==> src/rtl/wb_cmd_initiator.sv <==
// Wishbone B4 pipelined single-beat initiator; command stream in, auto-incrementing address, watchdog abort.
// Latency: bus cycle 1 clk after accept, response 1 clk after ack; backpressure: cmd_ready_o low until the response.
module wb_cmd_initiator #(
    parameter int DATA_WIDTH     = 8,
    parameter int ADDR_WIDTH     = 17,
    parameter int TIMEOUT_CYCLES = 16
) (
    input  logic                  wb_clock_i,
    input  logic                  wb_reset_i,
    input  logic                  cmd_valid_i,
    output logic                  cmd_ready_o,
    input  logic                  cmd_we_i,
    input  logic                  cmd_set_addr_i,
    input  logic [ADDR_WIDTH-1:0] cmd_addr_i,
    input  logic [DATA_WIDTH-1:0] cmd_data_i,
    output logic                  rsp_valid_o,
    output logic [DATA_WIDTH-1:0] rsp_data_o,
    output logic                  rsp_err_o,
    output logic [ADDR_WIDTH-1:0] wb_addr_o,
    output logic [DATA_WIDTH-1:0] wb_data_o,
    input  logic [DATA_WIDTH-1:0] wb_data_i,
    output logic                  wb_we_o,
    output logic                  wb_cycle_o,
    output logic                  wb_strobe_o,
    input  logic                  wb_stall_i,
    input  logic                  wb_ack_i
);

    localparam int CNT_W = $clog2(TIMEOUT_CYCLES + 1);

    typedef enum logic [1:0] {
        IDLE,
        REQ,
        WAIT_ACK
    } state_t;

    state_t                state;
    logic [ADDR_WIDTH-1:0] addr_q;
    logic [CNT_W-1:0]      cnt;
    logic [CNT_W-1:0]      cnt_inc;
    logic                  timed_out;

    assign cmd_ready_o = (state == IDLE);
    assign cnt_inc     = cnt + CNT_W'(1);
    // The edge that would bring the count to the limit is the abort edge.
    assign timed_out   = (cnt_inc == CNT_W'(TIMEOUT_CYCLES));

    always_ff @(posedge wb_clock_i or posedge wb_reset_i) begin
        if (wb_reset_i) begin
            state       <= IDLE;
            addr_q      <= '0;
            cnt         <= '0;
            wb_addr_o   <= '0;
            wb_data_o   <= '0;
            wb_we_o     <= 1'b0;
            wb_cycle_o  <= 1'b0;
            wb_strobe_o <= 1'b0;
            rsp_valid_o <= 1'b0;
            rsp_err_o   <= 1'b0;
            rsp_data_o  <= '0;
        end else begin
            rsp_valid_o <= 1'b0;
            case (state)
                IDLE: begin
                    if (cmd_valid_i) begin
                        if (cmd_set_addr_i) begin
                            addr_q    <= cmd_addr_i;
                            wb_addr_o <= cmd_addr_i;
                        end else begin
                            wb_addr_o <= addr_q;
                        end
                        wb_we_o     <= cmd_we_i;
                        wb_data_o   <= cmd_data_i;
                        wb_cycle_o  <= 1'b1;
                        wb_strobe_o <= 1'b1;
                        cnt         <= '0;
                        state       <= REQ;
                    end
                end
                REQ, WAIT_ACK: begin
                    cnt <= cnt_inc;
                    if (state == REQ && !wb_stall_i) begin
                        wb_strobe_o <= 1'b0;
                        state       <= WAIT_ACK;
                    end
                    // Ack takes priority over a timeout landing on the same edge.
                    if (wb_ack_i) begin
                        wb_cycle_o  <= 1'b0;
                        wb_strobe_o <= 1'b0;
                        rsp_valid_o <= 1'b1;
                        rsp_err_o   <= 1'b0;
                        if (!wb_we_o) begin
                            rsp_data_o <= wb_data_i;
                        end
                        addr_q <= addr_q + ADDR_WIDTH'(1);
                        state  <= IDLE;
                    end else if (timed_out) begin
                        wb_cycle_o  <= 1'b0;
                        wb_strobe_o <= 1'b0;
                        rsp_valid_o <= 1'b1;
                        rsp_err_o   <= 1'b1;
                        rsp_data_o  <= '0;
                        state       <= IDLE;
                    end
                end
                default: state <= IDLE;
            endcase
        end
    end

endmodule
==> config.mk <==
export PLATFORM = sky130hd
export DESIGN_NAME = wb_cmd_initiator
export DESIGN_NICKNAME = d
export VERILOG_FILES = /design/src/rtl/wb_cmd_initiator.sv
export SDC_FILE = /design/constraint.sdc
export NUM_CORES = 1
export LEC_CHECK = 0
export ABC_CLOCK_PERIOD_IN_PS = 2000
export BUFFER_PORTS_ARGS = -buffer_cell sky130_fd_sc_hd__buf_2
export CAP_MARGIN = 20
export CORE_ASPECT_RATIO = 1.5
export CORE_UTILIZATION = 28
export DETAILED_ROUTE_END_ITERATION = 10
export GPL_TIMING_DRIVEN = 0
export REMOVE_ABC_BUFFERS = 1
export SETUP_SLACK_MARGIN = 0.02
export SLEW_MARGIN = 20
export SYNTH_ARGS = -nofsm -noshare
export SYNTH_HDL_FRONTEND = slang
export SYNTH_SLANG_ARGS = --single-unit
==> constraint.sdc <==
create_clock -name wb_clock_i -period 2 [get_ports wb_clock_i]
set_input_delay 0.3 -clock wb_clock_i [delete_from_list [all_inputs] [get_ports wb_clock_i]]
set_output_delay 0.3 -clock wb_clock_i [all_outputs]
set_load 0.005 [all_outputs]
==> run metrics, run 1 <==
CTS tree done; power per cell area 1740 nW/um^2; arrival time reported for the critical path endpoint 2.11 ns; yosys synthesis warning count 0; Total Die Area 11500 sq um; Clock Tree Buf Depth 2; max cap viols 0; most common cell after layout, fill and taps aside buf_2; Worst Setup Start Kind flop; power spent charging and discharging nets 2.65 mW; clock-pin slew on the worst setup and hold paths 0.05 ns; number of buffers added by the clock tree synthesis step 9; DP Wirelength 5.29 mm; worst slack on hold paths 0.199 ns; start-to-end type of the worst setup path reg2reg; post-DR wirelength/cell 14.5 um; commonest non-fill, non-tap cells in the layout buf_2, dfrtp_1, nand2_1, o21ai_0; sum of overflow across all layers after global routing 0; gp weighted congestion 0.755; final total power 7.04 mW; worst skew pair latency 0.33 ns; number of max-slew violations in the final report 0; number of filler cells placed in the layout 1089; # nets final 442; antenna violations before repair 0; #FFs+latches synth 62; highest clock rate 532 MHz; average footprint of a synthesized cell 10.0 sq um; Critical Path RT 2.23 ns; final setup margin 0.119 ns; Clk Tree Root Cell clkbuf_16; count of inserted antenna diode cells 0; Sw Share 37.7%; PortBufs 78; status completed; Worst VDD drop 0.985 mV; RSZ-0062 raised after global routing false; Design Area, Final 4050 sq um; slowest library cell on the worst path dfrtp_1; remaining max-slew budget at the tightest pin 47.1%; final critical delay including setup and external delays 1.88 ns; post-synthesis to final-layout area growth 30.8%; number of levels in the clock H-tree 3; sequential group share of total power 32.6%; placeable core region 10600 sq um; number of cells produced by synthesis 310; post-route antenna net violation count 0; largest driver fanout on the critical path 17; initial core utilization 29.1%; I/O pin count 79; worst setup timing slack at the placement stage -1.31 ns; aggregate routed wire length 7.87 mm; GRT Resource Usage Total 15.0%; Worst-Margin Slew 0.790 ns; Die X-Extent 87.9 um; number of unique standard cell types used by synthesis 41; count of buffering cells on the critical path with inverters included 1; final period utilization 94.0%; total placed instance area 3630 sq um; internal reg-to-reg setup slack 0.12 ns; Min-Delay Path Class in2reg; DR iter-0 viols 137; largest stage delay on the critical path 0.37 ns; # clock sinks 62; maximum number of pins on one net before global-route repair 55; layout cells sized above 1 32.1%; sequential share of the synthesized area 50.0%; Avg Vias per Cell 4.86; synthesized cell area 3100 sq um; Row Count 46; Final setup violation count 0; CP delay by family, top compound AO/OA/AOI/OAI gates; summed negative setup slack over all endpoints 0 ns; clock skew after layout 0.00818 ns; fraction of power consumed by combinational cells 45.5%; cells along the critical path inv_1 -> ha_4 -> mux2_4 -> and2_4 -> a31oi_1 -> o32ai_1 -> a311oi_1; first-pass GRT wire length 13.1 mm; # DRC 0; vias in the first global route 2696; Hold Fails Final Rpt 0; fraction of power consumed by the clock network 21.8%; internal portion of total power 4.39 mW; leakage power 1.96 nW; endpoint class of the critical path flop; Die Y 131 um; via count 2641; detailed-router iteration count before antenna repair 4
[repair_timing]
action                                 4_1_cts  5_1_grt
pin swaps                                    2        1
setup endpoints to repair                   31       12
cloned                                       0        0
buffers inserted                             7        3
resized for setup                            5        4
hold buffers                                 1        0
endpoints found under the hold margin        8        0
[metrics by stage]
stage,util (%),cells
6_report,38.1,543
5_1_grt,38.1,543
3_3_place_gp,33.7,517
3_5_place_dp,34.1,518
2_1_floorplan,-,295
4_1_cts,37.7,540
[worst reg2reg max path, stage by stage, from the launching register on]
cell and delay [ns]:
dfrtp_1 0.37, inv_1 0.14, ha_4 0.24, mux2_4 0.31, and2_4 0.23, a31oi_1 0.18
o32ai_1 0.10, a311oi_1 0.21
[flip-flops by register name (all words and copies together) (netlist names)]
signal / count
wb_cycle_o: 1
state: 2
wb_strobe_o: 1
addr_q: 17
wb_addr_o: 17
wb_we_o: 1
rsp_data_o: 8
rsp_valid_o: 1
wb_data_o: 8
cnt: 5
rsp_err_o: 1
[layout make-up]
class,instances,area (sq um),share of cell area [%]
clock buffers,13,260,6.42
clock inverters,1,30.0,0.741
inverters,9,36.3,0.895
multi-input cells,224,1480,36.4
flip-flops and latches,62,1550,38.3
well taps,144,180,4.44
repair buffers,90,519,12.8
[Yosys cell counts, drive strengths merged]
master	count	area [sq um]
a21o	2	15.0
a21oi	19	95.1
a22o	8	70.1
a311oi	3	26.3
a31o	1	8.76
a31oi	2	12.5
a32oi	1	8.76
a41o	1	10.0
and2	2	15.0
and3	10	62.6
and4b	1	10.0
buf	10	58.8
clkbuf	5	18.8
clkinv	1	3.75
dfrtp	62	1550
ha	6	75.1
inv	8	30.0
mux2	13	150
mux2i	19	190
nand2	38	143
nand2b	2	12.5
nand3	11	55.1
nand4	4	25.0
nand4b	2	17.5
nor2	20	75.1
nor2b	4	25.0
nor3	5	35.0
o211ai	1	7.51
o21ai	32	160
o221a	3	33.8
o22ai	8	50.1
o2bb2ai	1	8.76
o31ai	3	22.5
o32ai	2	17.5
[routing by layer]
layer | GRT usage, % | up-vias | wire length [um]
met3 | 4.08 | 13 | 355
met4 | 6.27 | 0 | 145
met1 | 17.1 | 1261 | 3300
li1 | - | 1298 | -
met5 | 0 | - | 0
met2 | 26.3 | 69 | 4060
[cells by family (layout without fill, tap and decap cells)]
family / after synthesis / after routing / synth area share, %
AND/OR/NAND/NOR: 99 / 99 / 15.3
AO/OA/AOI/OAI: 87 / 87 / 17.6
flip-flops: 62 / 62 / 50.0
multiplexers: 32 / 32 / 11.0
buffers and inverters: 24 / 113 / 3.59
adder cells (fa/ha/maj): 6 / 6 / 2.42
[power groups by stage]
stage	combinational [mW]	clock (mW)	sequential, mW
global placement	2.70	0	2.30
finish	3.20	1.54	2.30
global route	3.59	1.64	2.40
floorplan	1.82	0	2.28
detailed placement	2.81	0	2.32
CTS	3.15	1.59	2.30
[worst paths after layout]
check / start / end / depth (start not counted)
max: state[0] / addr_q[16] / 7
min: wb_data_i[2] / rsp_data_o[2] / 2
max reg2reg: state[0] / addr_q[16] / 7
min reg2reg: wb_addr_o[11] / wb_addr_o[11] / 2
max in group asynchronous: wb_reset_i / wb_addr_o[7] / 4
min in group asynchronous: wb_reset_i / wb_data_o[3] / 3
Note: power is estimated with default switching activity, not from simulation.
==> inputs of run 2 (changes only) <==
Settings changed: CORE_UTILIZATION 28 to 40, CTS_BUF_LIST set to sky130_fd_sc_hd__clkbuf_8, PLACE_DENSITY set to 0.65.
==> run metrics, run 2 (synthesized netlist as in run 1, its figures left out) <==
layout cells sized above 1 32.7% (+0.59 points); commonest non-fill, non-tap cells in the layout buf_2, dfrtp_1, nand2_1, o21ai_0; arrival time reported for the critical path endpoint 2.15 ns (+0.04 ns); vias in the first global route 2583 (-4.2%); # clock sinks 62 (unchanged); detailed-router iteration count before antenna repair 4 (unchanged); maximum number of pins on one net before global-route repair 53 (-3.6%); area of combinational cells with multiple inputs 1500 sq um (+1.5%); highest clock rate 524 MHz (-1.4%); Die X-Extent 73.9 um (-16%); Avg Vias per Cell 5.33 (+9.5%); # DRC 0 (unchanged); DP Wirelength 4.84 mm (-8.5%); post-route antenna net violation count 0 (unchanged); initial core utilization 41.0% (+12 points); Final setup violation count 0 (unchanged); HP Start wb_data_i[5]; Critical Path RT 2.24 ns (about the same); number of levels in the clock H-tree 3 (unchanged); count of inserted antenna diode cells 0 (unchanged); worst slack on hold paths 0.183 ns (-0.0162 ns); via count 2680 (+1.5%); Total Die Area 8110 sq um (-29%); Critical R2R Launch state[0]; antenna violations before repair 0 (unchanged); number of max-slew violations in the final report 0 (unchanged); number of buffers added by the clock tree synthesis step 9 (unchanged); worst hold path stage count 2 (unchanged); Clock Tree Buf Depth 2 (unchanged); Clk Tree Root Cell clkbuf_8; worst setup timing slack at the placement stage -1.21 ns (+0.105 ns); end point of the worst hold path rsp_data_o[5]; # nets final 443 (+0.23%); slowest library cell on the worst path dfrtp_1; start-to-end type of the worst setup path reg2reg; number of filler cells placed in the layout 735 (-33%); Hold Fails Final Rpt 0 (unchanged); worst skew pair latency 0.34 ns (about the same); Worst VDD drop 1.21 mV (+23%); GRT Resource Usage Total 19.5% (+4.5 points); gp weighted congestion 0.839 (+11%); cells along the critical path inv_1 -> ha_4 -> mux2_4 -> and2_4 -> a31oi_2 -> o32ai_1 -> a311oi_1; aggregate routed wire length 7.36 mm (-6.4%); PortBufs 78 (unchanged); RSZ-0062 raised after global routing true; final critical delay including setup and external delays 1.91 ns (+0.0259 ns); Worst-Margin Slew 0.746 ns (-0.0445 ns); placeable core region 7560 sq um (-29%); final total power 6.48 mW (-7.9%); final setup margin 0.0933 ns (-0.0259 ns); final period utilization 95.3% (+1.3 points); CTS tree done; DR iter-0 viols 171 (+25%); internal reg-to-reg setup slack 0.09 ns (-0.03 ns); status completed; leakage power 1.91 nW (-2.6%); largest driver fanout on the critical path 9 (-8); clock skew after layout 0.00705 ns (-0.00113 ns); remaining max-slew budget at the tightest pin 50.1% (+3.0 points); max cap viols 0 (unchanged); Worst Setup Start Kind flop; Seq. cell area 1550 sq um (unchanged); endpoint class of the critical path flop; most common cell after layout, fill and taps aside buf_2; number of cells on the worst reg-to-reg path 7 (unchanged); post-DR wirelength/cell 14.6 um (+1.0%); sum of overflow across all layers after global routing 0 (unchanged); Min-Delay Path Class in2reg; post-synthesis to final-layout area growth 25.5%; endpoint of the worst-slack reg-to-reg timing path addr_q[16]; largest registers addr_q (17), wb_addr_o (17); clock-pin slew on the worst setup and hold paths 0.07 ns (+0.02 ns); Die Y 110 um (-16%); power per cell area 1670 nW/um^2 (-4.1%); first-pass GRT wire length 12.0 mm (-8.4%); Row Count 39 (-15%); I/O pin count 79 (unchanged); largest stage delay on the critical path 0.37 ns (about the same)
-- run 2: routing by layer --
metal  wire [um]  global-route usage (%)  vias up
li1            -                       -     1305
met1        3050                    22.3     1310
met2        3890                    34.0       52
met3         262                    4.49       13
met4         162                    8.79        0
met5           0                       0        -
-- run 2: worst max-delay path, delay by kind of cell (launching register included) --
| family | cells | cell delay [ns] |
|---|---|---|
| muxes | 1 | 0.32 |
| adders and majority gates | 1 | 0.30 |
| AOI/OAI and AO/OA | 3 | 0.53 |
| DFF | 1 | 0.37 |
| buffers and inverters | 1 | 0.09 |
| and+or+nand+nor | 1 | 0.22 |
-- run 2: final cells by class --
| cell class | count | area share, % |
|---|---|---|
| Tap cell | 102 | 3.28 |
| Clock buffer | 11 | 3.89 |
| Timing Repair Buffer | 90 | 13.0 |
| Multi-Input combinational cell | 225 | 38.5 |
| Inverter | 9 | 1.03 |
| Clock inverter | 4 | 0.418 |
| Sequential cell | 62 | 39.9 |
-- run 2: worst max path at each step --
stage | start | endpoint | slack [ns]
after global routing | state[0] | addr_q[16] | -0.03
after CTS | state[1] | addr_q[15] | 0.03
after detailed placement | state[0] | addr_q[15] | -1.21
after global placement | state[0] | addr_q[15] | -1.14
after floorplan | state[0] | addr_q[15] | -0.44
final | state[0] | addr_q[16] | 0.09
-- run 2: repair_timing --
action,CTS,global route
cloned,0,1
resized for setup,5,7
buffers inserted,4,6
endpoints found under the hold margin,10,0
endpoints found under the setup margin,30,9
hold buffers,1,0
pin swaps,2,4
-- run 2: power by group --
group / switching, mW / internal [mW] / total (mW) / leakage [nW]
Combinational: 1.72 / 1.51 / 3.23 / 1.05
Clock: 0.466 / 0.495 / 0.961 / 0.0990
Sequential: 0.447 / 1.85 / 2.29 / 0.761
-- run 2: metrics by stage --
step	cell area (sq um)	cells	utilization, %	setup TNS, ns
6_report	3890	503	51.5	0
5_1_grt	3890	503	51.5	-0.0318
4_1_cts	3810	496	50.3	0
3_5_place_dp	3570	476	47.2	-20.79
3_3_place_gp	3540	475	46.8	-64.44
2_1_floorplan	3020	295	-	-4.46
==> inputs of run 3 (changes only) <==
Settings changed: ABC_CLOCK_PERIOD_IN_PS 2000 to 1600, GPL_TIMING_DRIVEN 0 to not set.
Clock period 2 ns to 1.6 ns, I/O delays scaled along.
==> run metrics, run 3 (synthesized netlist as in run 1, its figures left out) <==
Avg Vias per Cell 5.28 (-0.84%); gp weighted congestion 0.834 (-0.57%); Total Die Area 8110 sq um (unchanged); final critical delay including setup and external delays 1.75 ns (-0.161 ns); cells along the critical path inv_2 -> ha_4 -> mux2_4 -> and2_4 -> a31oi_4 -> o32ai_1 -> a311oi_1; via count 2911 (+8.6%); leakage power 2.24 nW (+17%); arrival time reported for the critical path endpoint 1.99 ns (-0.16 ns); area of combinational cells with multiple inputs 1690 sq um (+13%); layout cells sized above 1 46.3% (+14 points); clock-pin slew on the worst setup and hold paths 0.07 ns (about the same); DP Wirelength 5.68 mm (+17%); power spent charging and discharging nets 3.77 mW (+43%); antenna violations before repair 0 (unchanged); highest clock rate 573 MHz (+9.2%); Die X-Extent 73.9 um (unchanged); final period utilization 109% (+14 points); internal reg-to-reg setup slack -0.15 ns (-0.24 ns); HP Start wb_data_i[5]; endpoint of the worst-slack reg-to-reg timing path addr_q[16]; Worst Setup Start Kind flop; sequential group share of total power 28.3% (-7.1 points); detailed-router iteration count before antenna repair 4 (unchanged); Clock Tree Buf Depth 2 (unchanged); endpoint class of the critical path flop; number of cells on the worst reg-to-reg path 7 (unchanged); CTS tree done; PortBufs 78 (unchanged); status complete, but fails checks; largest driver fanout on the critical path 5 (-4); number of filler cells placed in the layout 631 (-14%); # clock sinks 62 (unchanged); aggregate routed wire length 8.48 mm (+15%); number of buffers added by the clock tree synthesis step 9 (unchanged); final setup margin -0.146 ns (-0.239 ns); slowest library cell on the worst path dfrtp_1; remaining max-slew budget at the tightest pin 77.7% (+28 points); post-DR wirelength/cell 15.4 um (+5.2%); worst skew pair latency 0.33 ns (about the same); Worst VDD drop 1.25 mV (+3.0%); worst hold path stage count 2 (unchanged); count of inserted antenna diode cells 0 (unchanged); I/O pin count 79 (unchanged); internal portion of total power 6.00 mW (+56%); initial core utilization 41.0% (unchanged); power per cell area 2160 nW/um^2 (+30%); fraction of power consumed by combinational cells 58.5% (+8.7 points); clock skew after layout 0.00670 ns (-0.000342 ns); Worst-Margin Slew 0.334 ns (-0.411 ns); maximum number of pins on one net before global-route repair 63 (+19%); vias in the first global route 2919 (+13%); number of max-slew violations in the final report 0 (unchanged); total placed instance area 3940 sq um (+10%); count of buffering cells on the critical path with inverters included 1 (unchanged); Row Count 39 (unchanged); Sw Share 38.6% (-1.9 points); final standard cell utilization of the core 59.9% (+8.4 points); start-to-end type of the worst setup path reg2reg; post-route antenna net violation count 0 (unchanged); failing checks setup timing; fraction of power consumed by the clock network 13.2% (-1.6 points); # nets final 490 (+11%); Final setup violation count 24 (+24); final total power 9.77 mW (+51%); post-synthesis to final-layout area growth 46.0%; Die Y 110 um (unchanged); GRT Resource Usage Total 21.7% (+2.2 points); # DRC 0 (unchanged); CP delay by family, top compound AO/OA/AOI/OAI gates; largest registers addr_q (17), wb_addr_o (17); largest stage delay on the critical path 0.37 ns (about the same); number of levels in the clock H-tree 3 (unchanged); Seq. cell area 1550 sq um (unchanged); Critical Path RT 1.84 ns (-0.40 ns); most common cell after layout, fill and taps aside buf_2; Critical R2R Launch state[1]; Hold Fails Final Rpt 0 (unchanged); placeable core region 7560 sq um (unchanged); Min-Delay Path Class in2reg; end point of the worst hold path rsp_data_o[5]; max cap viols 0 (unchanged); DR iter-0 viols 188 (+9.9%); sum of overflow across all layers after global routing 0 (unchanged); first-pass GRT wire length 13.3 mm (+11%); Clk Tree Root Cell clkbuf_8; Design Area, Final 4530 sq um (+16%); commonest non-fill, non-tap cells in the layout buf_2, dfrtp_1, buf_4, nand2_1, o21ai_0; RSZ-0062 raised after global routing true
run 3: area by class of cell:
class / instances / area share [%]
Timing Repair Buffer: 137 / 20.9
Inverter: 9 / 0.746
Multi-Input combinational cell: 225 / 37.3
Clock inverter: 7 / 1.27
Tap cell: 102 / 2.82
Clock buffer: 9 / 2.74
Sequential cell: 62 / 34.3
run 3: worst reg2reg max path, cell delays in order, from the launching register on:
cell	delay [ns]
dfrtp_1	0.37
inv_2	0.06
ha_4	0.27
mux2_4	0.32
and2_4	0.18
a31oi_4	0.15
o32ai_1	0.09
a311oi_1	0.20
run 3: per-stage QoR:
stage / cells / setup TNS (ns) / hold slack, ns / setup slack (ns)
4_1_cts: 546 / -1.06 / 0.116 / -0.128
6_report: 551 / -1.79 / 0.127 / -0.146
3_5_place_dp: 525 / -4.23 / 0.335 / -0.232
5_1_grt: 551 / -3.62 / 0.119 / -0.210
2_1_floorplan: 295 / -30.36 / 0.331 / -0.842
3_3_place_gp: 525 / -2.68 / 0.331 / -0.170
run 3: worst max path at each step:
stage,start,slack [ns],depth (start not counted),end
6_report,state[1],-0.15,7,addr_q[16]
5_1_grt,state[1],-0.21,8,addr_q[8]
4_1_cts,state[1],-0.13,7,addr_q[16]
3_5_place_dp,state[0],-0.23,7,addr_q[16]
3_3_place_gp,state[0],-0.17,7,addr_q[16]
2_1_floorplan,state[0],-0.84,7,addr_q[15]
run 3: routing by layer:
metal / global-route usage [%] / up-vias / wire (um)
met1: 24.4 / 1428 / 3380
met3: 4.03 / 18 / 272
met5: 0 / - / 0
li1: - / 1397 / -
met4: 8.52 / 0 / 235
met2: 39.6 / 68 / 4590
run 3: power by group through the flow:
stage	combinational [mW]	sequential (mW)	clock [mW]
2_1_floorplan	2.27	2.85	0
4_1_cts	5.02	2.76	1.32
5_1_grt	6.22	2.88	1.40
3_3_place_gp	4.43	2.74	0
6_report	5.71	2.76	1.29
3_5_place_dp	4.56	2.77	0
run 3: repair_timing:
item | 4_1_cts | 5_1_grt
setup endpoints to repair | 48 | 51
hold buffers | 1 | 0
setup buffers | 3 | 4
pin swaps | 17 | 13
hold endpoints to repair | 62 | 0
gates cloned | 2 | 1
resized for setup | 26 | 48
